**config.mk**
```make
export PLATFORM = sky130hd
export DESIGN_NAME = tdc_meas_engine
export DESIGN_NICKNAME = d
export VERILOG_FILES = /design/src/rtl/tdc_pkg.sv /design/src/rtl/tdc_popcount.sv /design/src/rtl/tdc_meas_engine.sv
export SDC_FILE = /design/constraint.sdc
export NUM_CORES = 1
export LEC_CHECK = 0
export BUFFER_PORTS_ARGS = -buffer_cell sky130_fd_sc_hd__buf_2
export CAP_MARGIN = 20
export CELL_PAD_IN_SITES_DETAIL_PLACEMENT = 0
export CELL_PAD_IN_SITES_GLOBAL_PLACEMENT = 1
export CORE_AREA = 2 2 167 169
export CTS_CLUSTER_SIZE = 30
export DETAILED_ROUTE_END_ITERATION = 16
export DIE_AREA = 0 0 169 171
export HOLD_SLACK_MARGIN = 0.06
export PLACE_DENSITY_LB_ADDON = 0.1
export SYNTH_ARGS = -nofsm -noshare
export SYNTH_HDL_FRONTEND = slang
export SYNTH_SLANG_ARGS = --single-unit
export TNS_END_PERCENT = 10
```
**constraint.sdc**
```tcl
create_clock -name clk -period 3.8 [get_ports clk]
set_clock_uncertainty 0.2 [all_clocks]
set_input_delay 0.76 -clock clk [delete_from_list [all_inputs] [get_ports clk]]
set_output_delay 0.76 -clock clk [all_outputs]
set_load 0.01 [all_outputs]
```
**src/rtl/tdc_pkg.sv**
```systemverilog
// rtl/tdc_pkg.sv - shared state encoding, width helpers and defaults for the TDC measurement engine
package tdc_pkg;

    typedef enum logic [1:0] {
        ST_IDLE      = 2'd0,
        ST_WAIT_ZERO = 2'd1,
        ST_WAIT_HIT  = 2'd2,
        ST_DONE      = 2'd3
    } tdc_state_e;

    localparam int DEF_N_DELAY = 256;
    localparam int DEF_AVG_MAX = 4;
    localparam int DEF_TO_W    = 8;

    function automatic int tdc_fw(input int n_delay);
        return $clog2(n_delay + 1);
    endfunction

    function automatic int tdc_aw(input int n_delay, input int avg_max);
        return $clog2(n_delay + 1) + avg_max;
    endfunction

endpackage

```
**src/rtl/tdc_popcount.sv**
```systemverilog
// rtl/tdc_popcount.sv - registered popcount of the thermometer word (bubble-tolerant fine code)
module tdc_popcount
    import tdc_pkg::*;
#(
    parameter  int N_DELAY = DEF_N_DELAY,
    localparam int FW      = tdc_fw(N_DELAY)
) (
    input  logic               clk,
    input  logic               rst_n,
    input  logic [N_DELAY-1:0] therm,
    output logic [FW-1:0]      pc_q
);

    localparam int LG = (N_DELAY > 1) ? $clog2(N_DELAY) : 0;
    localparam int L  = 1 << LG;

    logic [L-1:0]  leaves;
    logic [FW-1:0] tree [LG+1][L];
    logic [FW-1:0] pc_d;

    assign leaves = L'(therm);

    // Pairwise reduction: level l holds L>>l partial sums, root ends up in tree[LG][0].
    always_comb begin
        tree = '{default: '0};
        for (int i = 0; i < L; i++) begin
            tree[0][i] = FW'(leaves[i]);
        end
        for (int l = 1; l <= LG; l++) begin
            for (int i = 0; i < (L >> l); i++) begin
                tree[l][i] = tree[l-1][2*i] + tree[l-1][2*i+1];
            end
        end
        pc_d = tree[LG][0];
    end

    always_ff @(posedge clk or negedge rst_n) begin
        if (!rst_n) begin
            pc_q <= '0;
        end else begin
            pc_q <= pc_d;
        end
    end

endmodule

```
**src/rtl/tdc_meas_engine.sv**
```systemverilog
// rtl/tdc_meas_engine.sv - single-shot / averaged TDC measurement sequencer with timeout and result handshake
module tdc_meas_engine
    import tdc_pkg::*;
#(
    parameter  int N_DELAY = DEF_N_DELAY,
    parameter  int AVG_MAX = DEF_AVG_MAX,
    parameter  int TO_W    = DEF_TO_W,
    localparam int FW      = tdc_fw(N_DELAY),
    localparam int AW      = tdc_aw(N_DELAY, AVG_MAX),
    localparam int KW      = $clog2(AVG_MAX + 1)
) (
    input  logic               clk,
    input  logic               rst_n,
    input  logic [N_DELAY-1:0] i_therm,
    input  logic               i_arm,
    input  logic [KW-1:0]      i_avg_log2,
    input  logic               i_ready,
    output logic               o_busy,
    output logic               o_valid,
    output logic [FW-1:0]      o_mean,
    output logic [AW-1:0]      o_acc,
    output logic               o_sat,
    output logic               o_timeout
);

    localparam int HW = AVG_MAX + 1;
    // Counter value seen on the last of the 2^TO_W-1 permitted wait cycles.
    localparam logic [TO_W-1:0] TO_LAST = TO_W'((1 << TO_W) - 2);

    tdc_state_e      state, state_nx;
    logic [FW-1:0]   pc_q;
    logic [KW-1:0]   k_q, k_arm;
    logic [AW-1:0]   acc_q;
    logic [HW-1:0]   hit_cnt, hit_target;
    logic [TO_W-1:0] to_cnt;
    logic            sat_q, timeout_q;
    logic            hit, last_hit, to_expire, to_fire, waiting;

    tdc_popcount #(.N_DELAY(N_DELAY)) u_popcount (
        .clk   (clk),
        .rst_n (rst_n),
        .therm (i_therm),
        .pc_q  (pc_q)
    );

    assign k_arm      = (i_avg_log2 > KW'(AVG_MAX)) ? KW'(AVG_MAX) : i_avg_log2;
    assign hit_target = HW'(1) << k_q;
    assign waiting    = (state == ST_WAIT_ZERO) || (state == ST_WAIT_HIT);
    assign hit        = (state == ST_WAIT_HIT) && (pc_q != '0);
    assign last_hit   = (hit_cnt + HW'(1)) == hit_target;
    assign to_expire  = (to_cnt == TO_LAST);
    // A hit (or the line clearing) in the expiring cycle wins over the timeout.
    assign to_fire    = to_expire && waiting && !hit &&
                        !((state == ST_WAIT_ZERO) && (pc_q == '0));

    always_ff @(posedge clk or negedge rst_n) begin
        if (!rst_n) begin
            state <= ST_IDLE;
        end else begin
            state <= state_nx;
        end
    end

    always_comb begin
        state_nx = state;
        case (state)
            ST_IDLE: begin
                if (i_arm) state_nx = ST_WAIT_ZERO;
            end
            ST_WAIT_ZERO: begin
                if (pc_q == '0)   state_nx = ST_WAIT_HIT;
                else if (to_fire) state_nx = ST_DONE;
            end
            ST_WAIT_HIT: begin
                if (hit)          state_nx = last_hit ? ST_DONE : ST_WAIT_ZERO;
                else if (to_fire) state_nx = ST_DONE;
            end
            ST_DONE: begin
                if (i_ready) state_nx = ST_IDLE;
            end
            default: state_nx = ST_IDLE;
        endcase
    end

    always_comb begin
        o_busy  = 1'b1;
        o_valid = 1'b0;
        case (state)
            ST_IDLE: o_busy  = 1'b0;
            ST_DONE: o_valid = 1'b1;
            default: ;
        endcase
    end

    always_ff @(posedge clk or negedge rst_n) begin
        if (!rst_n) begin
            k_q       <= '0;
            acc_q     <= '0;
            hit_cnt   <= '0;
            to_cnt    <= '0;
            sat_q     <= 1'b0;
            timeout_q <= 1'b0;
        end else if ((state == ST_IDLE) && i_arm) begin
            k_q       <= k_arm;
            acc_q     <= '0;
            hit_cnt   <= '0;
            to_cnt    <= '0;
            sat_q     <= 1'b0;
            timeout_q <= 1'b0;
        end else begin
            if (hit) begin
                acc_q   <= acc_q + AW'(pc_q);
                hit_cnt <= hit_cnt + HW'(1);
                if (pc_q == FW'(N_DELAY)) sat_q <= 1'b1;
            end
            if (to_fire) timeout_q <= 1'b1;
            if (state_nx != state) begin
                to_cnt <= '0;
            end else if (waiting) begin
                to_cnt <= to_cnt + TO_W'(1);
            end
        end
    end

    assign o_acc     = acc_q;
    assign o_mean    = timeout_q ? '0 : FW'(acc_q >> k_q);
    assign o_sat     = sat_q;
    assign o_timeout = timeout_q;

endmodule
```
==> results of run 1 <==
[cell usage after synthesis (9+ instances only)]
cell type	number	area, sq um
xor2_1	9	78.8
clkbuf_1	10	37.5
nor2_1	27	101
nor2b_1	9	56.3
ha_1	178	2230
nand2_1	36	135
xnor2_1	9	78.8
dfrtp_1	42	1050
o21ai_0	20	100
inv_1	494	1850
a21oi_1	35	175
fa_1	259	5180
mux2i_1	11	110
[area by class of cell]
class | instances | area, sq um | share of cell area
multi-input cells | 682 | 9250 | 0.644
inverters | 495 | 1860 | 0.129
repair buffers | 308 | 1590 | 0.111
flip-flops and latches | 42 | 1050 | 0.0732
well taps | 346 | 433 | 0.0301
clock buffers | 8 | 166 | 0.0116
diodes | 3 | 7.51 | 0.000523
[registers in the layout, summed over array words and instances (netlist names)]
name	flops
o_acc	13
state	2
hit_cnt	5
o_timeout	1
u_popcount.pc_q	9
k_q	3
o_sat	1
to_cnt	8
[per-layer routing]
layer	track usage	routed length, um	vias up
met5	0	58	-
met4	0.0312	265	8
met3	0.0201	874	23
met2	0.333	12800	152
met1	0.227	10200	4055
li1	-	-	4181
[repair_timing]
item                                    in CTS  in global routing
gates resized for setup                     10                 14
pin swaps                                   14                  5
endpoints found under the setup margin       9                  9
buffers inserted                             0                  0
[kinds of logic (layout without fill, tap and decap cells)]
logic type,after synthesis,in the layout,synth area share
compound gates,88,88,0.0438
xor+xnor,19,19,0.0150
buf+inv,511,811,0.161
other cells,0,3,0
mux,18,18,0.0224
fa+ha+maj,437,437,0.619
flops,42,42,0.0877
simple gates,120,120,0.0514
[worst reg2reg max path: stages (launching register included)]
cell and delay [ns]:
dfrtp_1 0.68, nor3b_1 0.45, xnor3_1 0.40, o21ai_0 0.16, a211oi_1 0.13, o211ai_1 0.62
a21oi_1 0.16
[worst paths after layout]
check | slack (ns) | end | start | cells past startpoint
max | -4.33 | u_popcount.pc_q[8]$_DFF_PN0_ | i_therm[72] | 26
min | 0.28 | o_sat$_DFFE_PN0P_ | o_sat$_DFFE_PN0P_ | 1
max reg2reg | 0.86 | to_cnt[6]$_DFFE_PN0P_ | k_q[0]$_DFFE_PN0P_ | 6
min reg2reg | 0.28 | o_sat$_DFFE_PN0P_ | o_sat$_DFFE_PN0P_ | 1
max in group asynchronous | 2.37 | o_acc[4]$_DFFE_PN0P_ | rst_n | 1
min in group asynchronous | 0.42 | k_q[2]$_DFFE_PN0P_ | rst_n | 1
[per-stage QoR]
stage | instance area, sq um | worst slack (ns) | setup TNS (ns) | hold slack [ns]
final | 14400 | -4.33 | -34.51 | 0.281
after global placement | 14100 | -4.68 | -37.84 | 0.272
after detailed placement | 14100 | -4.76 | -38.24 | 0.275
after floorplan | 12200 | -4.29 | -34.41 | 0.264
after CTS | 14300 | -4.39 | -34.93 | 0.289
after global routing | 14400 | -4.61 | -36.65 | 0.316
==> reports/metrics.yaml, run 1 <==
sta:
  setup_viol: 9
  fmax_mhz: 123
  fin_crit_sh: 2.14
  fin_crit_ns: 8.13
  tightest_slew_ns: 0.964
  slew_headroom: 0.358
  hold_viol: 0
  grt_setup_unrepaired: "true"
  report.final.slew_viol_count: 0
  setup_ws_ns: -4.33
layout:
  nets: 2234
  stdcell_count: 1884
  layout.cells.most_common_list: "461 x inv_1, 288 x buf_2, 223 x fa_1"
  fillers: 2639
  area_growth_pct: 19.9
  layout-drive-gt1-share: 0.270
  final_common_cell: "inv_1"
  fin_util: 0.526
logic_synthesis:
  synth_edf_count: 0
  ys_seq_area_frac: 0.0877
  synth_seq_cells: 42
  synth_area_sq_mm: 0.0120
  synth_nets: 1935
  synth_flop_cell: "dfrtp_1"
  synthArstFlopShare: 1.00
  yosys_warnings: 0
  avgSynthCellArea_sq_um: 9.70
  synth.distinct_cells: 51
  synthCells: 1235
routing:
  route.detailed.drc: 0
  wl_per_cell_um: 12.8
  firstDrtPassIters: 4
  vias: 8419
  viasPerCell: 4.47
  drt_iter0_markers: 270
  routed_wirelength_um: 24200
  final_antenna_net_count: 0
critical_path:
  cp_num_buf_inv: 7
  cp.required_ns: 3.80
  worstSetupPathType: "in -> reg"
  worstPathArrival_ns: 8.13
  path_max_fanout: 2
  worst_path_most_repeated_cell: "fa_1"
  crit_path_end_kind: "flop"
  crit_family: "adder cells"
  critPathLaunchType: "primary input"
  max_stage_delay_ns: 0.55
  cp_slowest_cell: "fa_1"
cts:
  htree_levels: 2
  max-clock-path-buffers: 2
  postCtsHoldBufs: 0
  cts_tree: "yes"
  numCtsBuffers: 5
  clockRootBuffer: "clkbuf_16"
  clkTransAtPathRegs_ns: 0.06
  clock_latency_ns: 0.29
  clock_sinks: 42
global_route:
  grt_max_degree: 43
  gr-usage-all-layers: 0.179
  grt_pass1_wl_um: 41800
  antenna_found_initial: 6
  grt_pass1_vias: 9147
  grt.overflow.total: 0
place:
  portBuffers: 288
  dpl.hpwl_um: 22900
  gp_congestion: 0.833
  dp_cells: 1873
die:
  num_rows: 61
  die_w_um: 169
  dieArea_sq_mm: 0.0289
  ios: 289
  core_sq_mm: 0.0273
  initial_core_util: 0.438
  die_y_um: 171
job:
  cap_violations: 0
run_status:
  status: "complete, but fails checks"
  violations: "negative setup slack"
min_path:
  hp-class: "reg -> reg"
Power of run 1 is left out: the tool's default activity adds up to more than one toggle a clock period on the data nets, which glitch-free logic cannot reach.
==> run 2, diff against run 1 <==
--- a/config.mk
+++ b/config.mk
@@ -13,6 +13,7 @@
 export CTS_CLUSTER_SIZE = 30
 export DETAILED_ROUTE_END_ITERATION = 16
 export DIE_AREA = 0 0 169 171
+export GPL_TIMING_DRIVEN = 0
 export HOLD_SLACK_MARGIN = 0.06
 export PLACE_DENSITY_LB_ADDON = 0.1
 export SYNTH_ARGS = -nofsm -noshare
==> reports/metrics.yaml, run 2 (synthesized netlist as in run 1, its figures left out) <==
routing:
  viasPerCell: 4.48  # was 4.47
  final_antenna_net_count: 0  # unchanged
  vias: 8424  # was 8419
  route.detailed.drc: 0  # unchanged
  routed_wirelength_um: 24500  # was 24200 um
  firstDrtPassIters: 4  # unchanged
  drt_iter0_markers: 221  # was 270
  wl_per_cell_um: 13.0  # was 12.8 um
cts:
  clock_sinks: 42  # unchanged
  htree_levels: 2  # unchanged
  postCtsHoldBufs: 0  # unchanged
  numCtsBuffers: 5  # unchanged
  clockRootBuffer: "clkbuf_16"  # unchanged
  clkTransAtPathRegs_ns: 0.06  # about the same
  clock_latency_ns: 0.28  # was 0.29 ns
  max-clock-path-buffers: 2  # unchanged
  cts_tree: "yes"  # unchanged
sta:
  slew_headroom: 0.354  # was 0.358
  report.final.slew_viol_count: 0  # unchanged
  setup_ws_ns: -4.40  # was -4.33 ns
  setup_viol: 9  # unchanged
  tightest_slew_ns: 0.969  # was 0.964 ns
  fin_crit_sh: 2.16  # was 2.14
  fin_crit_ns: 8.20  # was 8.13 ns
  fmax_mhz: 122  # was 123 MHz
  setup_tns_ns: -34.85  # was -34.51 ns
  grt_setup_unrepaired: "true"  # unchanged
  hold_viol: 0  # unchanged
critical_path:
  cp.required_ns: 3.79  # was 3.80 ns
  crit_family: "adder cells"  # unchanged
  reg2reg_slack_ns: 0.76  # was 0.86 ns
  worstPathArrival_ns: 8.20  # was 8.13 ns
  path_max_fanout: 2  # unchanged
  max_stage_delay_ns: 0.59  # was 0.55 ns
  cp_slowest_cell: "fa_2"  # was fa_1
  critPathLaunchType: "primary input"  # unchanged
  cp_cell_sequence: "buf_2 -> ha_4 -> fa_1 -> inv_2 -> fa_2 -> inv_1 -> fa_2 -> inv_1 -> fa_2 -> fa_2 -> fa_1 -> fa_1 -> fa_1 -> fa_1 -> fa_2 -> fa_1 -> inv_2 -> ha_4 -> fa_2 -> a21o_1 -> a21oi_2 -> o21bai_1 -> a21oi_1 -> xnor2_1"
  cp_num_buf_inv: 5  # was 7
  crit_path_end_kind: "flop"  # unchanged
  worstSetupPathType: "in -> reg"  # unchanged
  rr_worst_depth: 9  # was 6
  r2r-end: "to_cnt[3]$_DFFE_PN0P_"  # was to_cnt[6]$_DFFE_PN0P_
  r2r_start: "state[1]$_DFF_PN0_"  # was k_q[0]$_DFFE_PN0P_
layout:
  area_growth_pct: 20.2  # was 19.9%
  largest_reg_flops: 13  # unchanged
  layout.cells.most_common_list: "450 x inv_1, 286 x buf_2, 216 x fa_1"  # was 461 x inv_1, 288 x buf_2, 223 x fa_1
  final_area_sq_mm: 0.0144  # about the same
  layout-drive-gt1-share: 0.275  # was 0.270
  final_common_cell: "inv_1"  # unchanged
  fillers: 2608  # was 2639
  nets: 2231  # was 2234
global_route:
  grt_max_degree: 43  # unchanged
  antenna_found_initial: 7  # was 6
  gr-usage-all-layers: 0.179  # about the same
  grt_pass1_wl_um: 41700  # was 41800 um
  grt_pass1_vias: 9047  # was 9147
  grt.overflow.total: 0  # unchanged
die:
  num_rows: 61  # unchanged
  die_y_um: 171  # unchanged
  initial_core_util: 0.438  # unchanged
  core_sq_mm: 0.0273  # unchanged
  ios: 289  # unchanged
  dieArea_sq_mm: 0.0289  # unchanged
  die_w_um: 169  # unchanged
min_path:
  hp-class: "reg -> reg"  # unchanged
  min_to: "o_sat$_DFFE_PN0P_"  # unchanged
  min_from: "o_sat$_DFFE_PN0P_"  # unchanged
  whs_path_depth: 1  # unchanged
place:
  gp_congestion: 0.823  # was 0.833
  dpl.hpwl_um: 23200  # was 22900 um
  portBuffers: 288  # unchanged
  place_area_sq_mm: 0.0140  # was 0.0141 sq mm
run_status:
  violations: "negative setup slack"  # unchanged
  status: "complete, but fails checks"  # unchanged
job:
  cap_violations: 0  # unchanged
-- run 2: changes by cell type in the layout (fill, tap and decap cells not counted), moves of 4 or more --
cell and change:
buf_6 +6, clkbuf_1 +10, ha_1 -4, fa_1 -7, inv_1 -11, buf_4 -19, ha_4 +5, inv_2 +11
fa_2 +7
-- run 2: metrics by stage --
stage / utilization / cells / hold slack [ns] / setup slack (ns)
2_1_floorplan: - / 1235 / 0.264 / -4.29
3_3_place_gp: 0.513 / 1869 / 0.313 / -4.81
3_5_place_dp: 0.513 / 1869 / 0.314 / -4.79
4_1_cts: 0.523 / 1877 / 0.328 / -4.41
5_1_grt: 0.527 / 1881 / 0.353 / -4.59
6_report: 0.527 / 1882 / 0.318 / -4.40
-- run 2: cell type report --
cell class	count	area, sq um	share of cell area
Clock inverter	3	45.0	0.00313
Tap cell	346	433	0.0301
Multi-Input combinational cell	682	9330	0.648
Inverter	495	1860	0.129
Sequential cell	42	1050	0.0730
Clock buffer	5	125	0.00869
Antenna cell	4	10.0	0.000695
Timing Repair Buffer	289	1480	0.103
Buffer	16	71.3	0.00495
-- run 2: routing by layer --
| layer | wire, um | track usage | vias to the layer above |
|---|---|---|---|
| met5 | 35 | 0 | - |
| met4 | 287 | 0.0327 | 6 |
| met3 | 1020 | 0.0211 | 23 |
| met2 | 12900 | 0.331 | 165 |
| met1 | 10300 | 0.229 | 4055 |
| li1 | - | - | 4175 |
-- run 2: timing repair --
action / 4_1_cts / 5_1_grt
pin swaps: 14 / 52
buffers inserted: 0 / 1
endpoints found under the setup margin: 9 / 9
resized for setup: 19 / 36
endpoints found under the hold margin: 0 / 0
-- run 2: worst max path at each step --
stage | start | to | slack, ns | cells past startpoint
floorplan | i_therm[25] | u_popcount.pc_q[7]$_DFF_PN0_ | -4.29 | 27
global placement | i_therm[160] | u_popcount.pc_q[8]$_DFF_PN0_ | -4.81 | 26
detailed placement | i_therm[160] | u_popcount.pc_q[8]$_DFF_PN0_ | -4.79 | 26
CTS | i_therm[66] | u_popcount.pc_q[8]$_DFF_PN0_ | -4.41 | 26
global route | i_therm[252] | u_popcount.pc_q[7]$_DFF_PN0_ | -4.59 | 26
finish | i_therm[156] | u_popcount.pc_q[7]$_DFF_PN0_ | -4.40 | 24
Power of run 2 is left out for the same reason.
==> run 3, diff against run 2 <==
--- a/config.mk
+++ b/config.mk
@@ -6,7 +6,7 @@
 export NUM_CORES = 1
 export LEC_CHECK = 0
 export BUFFER_PORTS_ARGS = -buffer_cell sky130_fd_sc_hd__buf_2
-export CAP_MARGIN = 20
+export CAP_MARGIN = 40
 export CELL_PAD_IN_SITES_DETAIL_PLACEMENT = 0
 export CELL_PAD_IN_SITES_GLOBAL_PLACEMENT = 1
 export CORE_AREA = 2 2 167 169
@@ -16,6 +16,7 @@
 export GPL_TIMING_DRIVEN = 0
 export HOLD_SLACK_MARGIN = 0.06
 export PLACE_DENSITY_LB_ADDON = 0.1
+export RECOVER_POWER = 50
 export SYNTH_ARGS = -nofsm -noshare
 export SYNTH_HDL_FRONTEND = slang
 export SYNTH_SLANG_ARGS = --single-unit
==> reports/metrics.yaml, run 3 (synthesized netlist as in run 1, its figures left out) <==
run_status:
  status: "complete, but fails checks"  # unchanged
  violations: "max-capacitance violations, max-slew violations, negative setup slack"  # was negative setup slack
die:
  die_y_um: 171  # unchanged
  initial_core_util: 0.438  # unchanged
  die_w_um: 169  # unchanged
  num_rows: 61  # unchanged
  dieArea_sq_mm: 0.0289  # unchanged
  ios: 289  # unchanged
  core_sq_mm: 0.0273  # unchanged
critical_path:
  cp_slowest_cell: "fa_2"  # unchanged
  path_max_fanout: 2  # unchanged
  critPathLaunchType: "primary input"  # unchanged
  critPathLaunch: "i_therm[160]"  # was i_therm[156]
  cp.required_ns: 3.81  # was 3.79 ns
  rr_worst_depth: 9  # unchanged
  worstSetupPathType: "in -> reg"  # unchanged
  max_stage_delay_ns: 0.59  # about the same
  worstPathArrival_ns: 8.10  # was 8.20 ns
  crit_path_end_kind: "flop"  # unchanged
  worst_path_most_repeated_cell: "fa_1"
  r2r_start: "state[1]$_DFF_PN0_"  # unchanged
layout:
  fillers: 2649  # was 2608
  area_growth_pct: 18.7  # was 20.2%
  final_common_cell: "inv_1"  # unchanged
  layout.cells.most_common_list: "469 x inv_1, 283 x buf_2, 219 x fa_1"  # was 450 x inv_1, 286 x buf_2, 216 x fa_1
  fin_util: 0.520  # was 0.527
  layout-drive-gt1-share: 0.250  # was 0.275
  multi_input_area_sq_mm: 0.00922  # was 0.00933 sq mm
  ff_latch_area_sq_mm: 0.00105  # unchanged
  largest_reg_flops: 13  # unchanged
  stdcell_count: 1881  # was 1882
  nets: 2232  # was 2231
global_route:
  grt.overflow.total: 0  # unchanged
  grt_pass1_wl_um: 41400  # was 41700 um
  antenna_found_initial: 7  # unchanged
  gr-usage-all-layers: 0.178  # was 0.179
  grt_max_degree: 36  # was 43
  grt_pass1_vias: 8887  # was 9047
cts:
  clock_sinks: 42  # unchanged
  max-clock-path-buffers: 2  # unchanged
  clock_latency_ns: 0.29  # was 0.28 ns
  numCtsBuffers: 5  # unchanged
  htree_levels: 2  # unchanged
  cts_tree: "yes"  # unchanged
  clkTransAtPathRegs_ns: 0.06  # about the same
  postCtsHoldBufs: 0  # unchanged
  clockRootBuffer: "clkbuf_16"  # unchanged
sta:
  tightest_slew_ns: 1.97  # was 0.969 ns
  report.final.slew_viol_count: 36  # was 0
  fmax_mhz: 123  # was 122 MHz
  slew_headroom: -0.311  # was 0.354
  fin_crit_sh: 2.13  # was 2.16
  hold_viol: 0  # unchanged
  setup_ws_ns: -4.30  # was -4.40 ns
  whs_ns: 0.186  # was 0.318 ns
  setup_viol: 9  # unchanged
  fin_crit_ns: 8.10  # was 8.20 ns
  grt_setup_unrepaired: "true"  # unchanged
routing:
  vias: 8367  # was 8424
  route.detailed.drc: 0  # unchanged
  firstDrtPassIters: 4  # unchanged
  final_antenna_net_count: 0  # unchanged
  viasPerCell: 4.45  # was 4.48
  drt_iter0_markers: 151  # was 221
  wl_per_cell_um: 13.0  # about the same
  routed_wirelength_um: 24400  # was 24500 um
place:
  dpl.hpwl_um: 23300  # was 23200 um
  dp_cells: 1870  # was 1869
  gp_congestion: 0.823  # unchanged
  portBuffers: 288  # unchanged
job:
  cap_violations: 1  # was 0
min_path:
  hp-class: "in -> async"  # was reg -> reg
## run 3: cell types whose count changed in the layout (fill, tap and decap cells not counted), sizes merged
cell / previous run / this run
clkinv: 0 / 2
diode: 4 / 3
bufinv: 1 / 0
buf: 295 / 287
clkbuf: 15 / 24
clkinvlp: 2 / 0
## run 3: timing repair
action | in CTS | in global routing
gates cloned | 0 | 0
buffers inserted | 1 | 0
endpoints found under the setup margin | 9 | 9
pin swaps | 23 | 6
gates resized for setup | 9 | 8
## run 3: path summary, 6_finish.rpt
| path | end | slack, ns |
|---|---|---|
| min reg2reg | o_sat$_DFFE_PN0P_ | 0.34 |
| max | u_popcount.pc_q[8]$_DFF_PN0_ | -4.30 |
| min | k_q[2]$_DFFE_PN0P_ | 0.19 |
| min in group clk | o_sat$_DFFE_PN0P_ | 0.34 |
| max in group asynchronous | to_cnt[1]$_DFFE_PN0P_ | 1.02 |
| max reg2reg | to_cnt[1]$_DFFE_PN0P_ | 0.74 |
## run 3: per-layer routing
| metal | vias up | routed length [um] | global-route usage |
|---|---|---|---|
| met5 | - | 37 | 0 |
| met4 | 6 | 250 | 0.0301 |
| met3 | 18 | 976 | 0.0201 |
| met2 | 161 | 12800 | 0.331 |
| met1 | 4007 | 10300 | 0.227 |
| li1 | 4175 | - | - |
## run 3: cell type report
class                   instances  share of cell area
clock inverters                 2            0.000704
repair buffers                290               0.101
flip-flops and latches         42              0.0739
clock buffers                   5             0.00880
inverters                     495               0.131
plain buffers                  16             0.00502
diodes                          3            0.000528
well taps                     346              0.0305
multi-input cells             682               0.648
## run 3: critical path: cells and delay by family
family,cells,cell delay (ns)
adders and majority gates,13,5.89
AOI/OAI and AO/OA,4,0.76
buffers and inverters,7,0.45
xor gates and xnor gates,1,0.18
and+or+nand+nor,1,0.06
## run 3: through the flow
stage | setup WS (ns) | TNS, ns | cell area (sq um)
final | -4.30 | -34.50 | 14200
after global routing | -4.60 | -36.39 | 14200
after CTS | -4.39 | -34.99 | 14200
after detailed placement | -4.80 | -38.33 | 14000
after global placement | -4.81 | -38.08 | 14000
after floorplan | -4.29 | -34.41 | 12200
Power of run 3 is left out for the same reason.
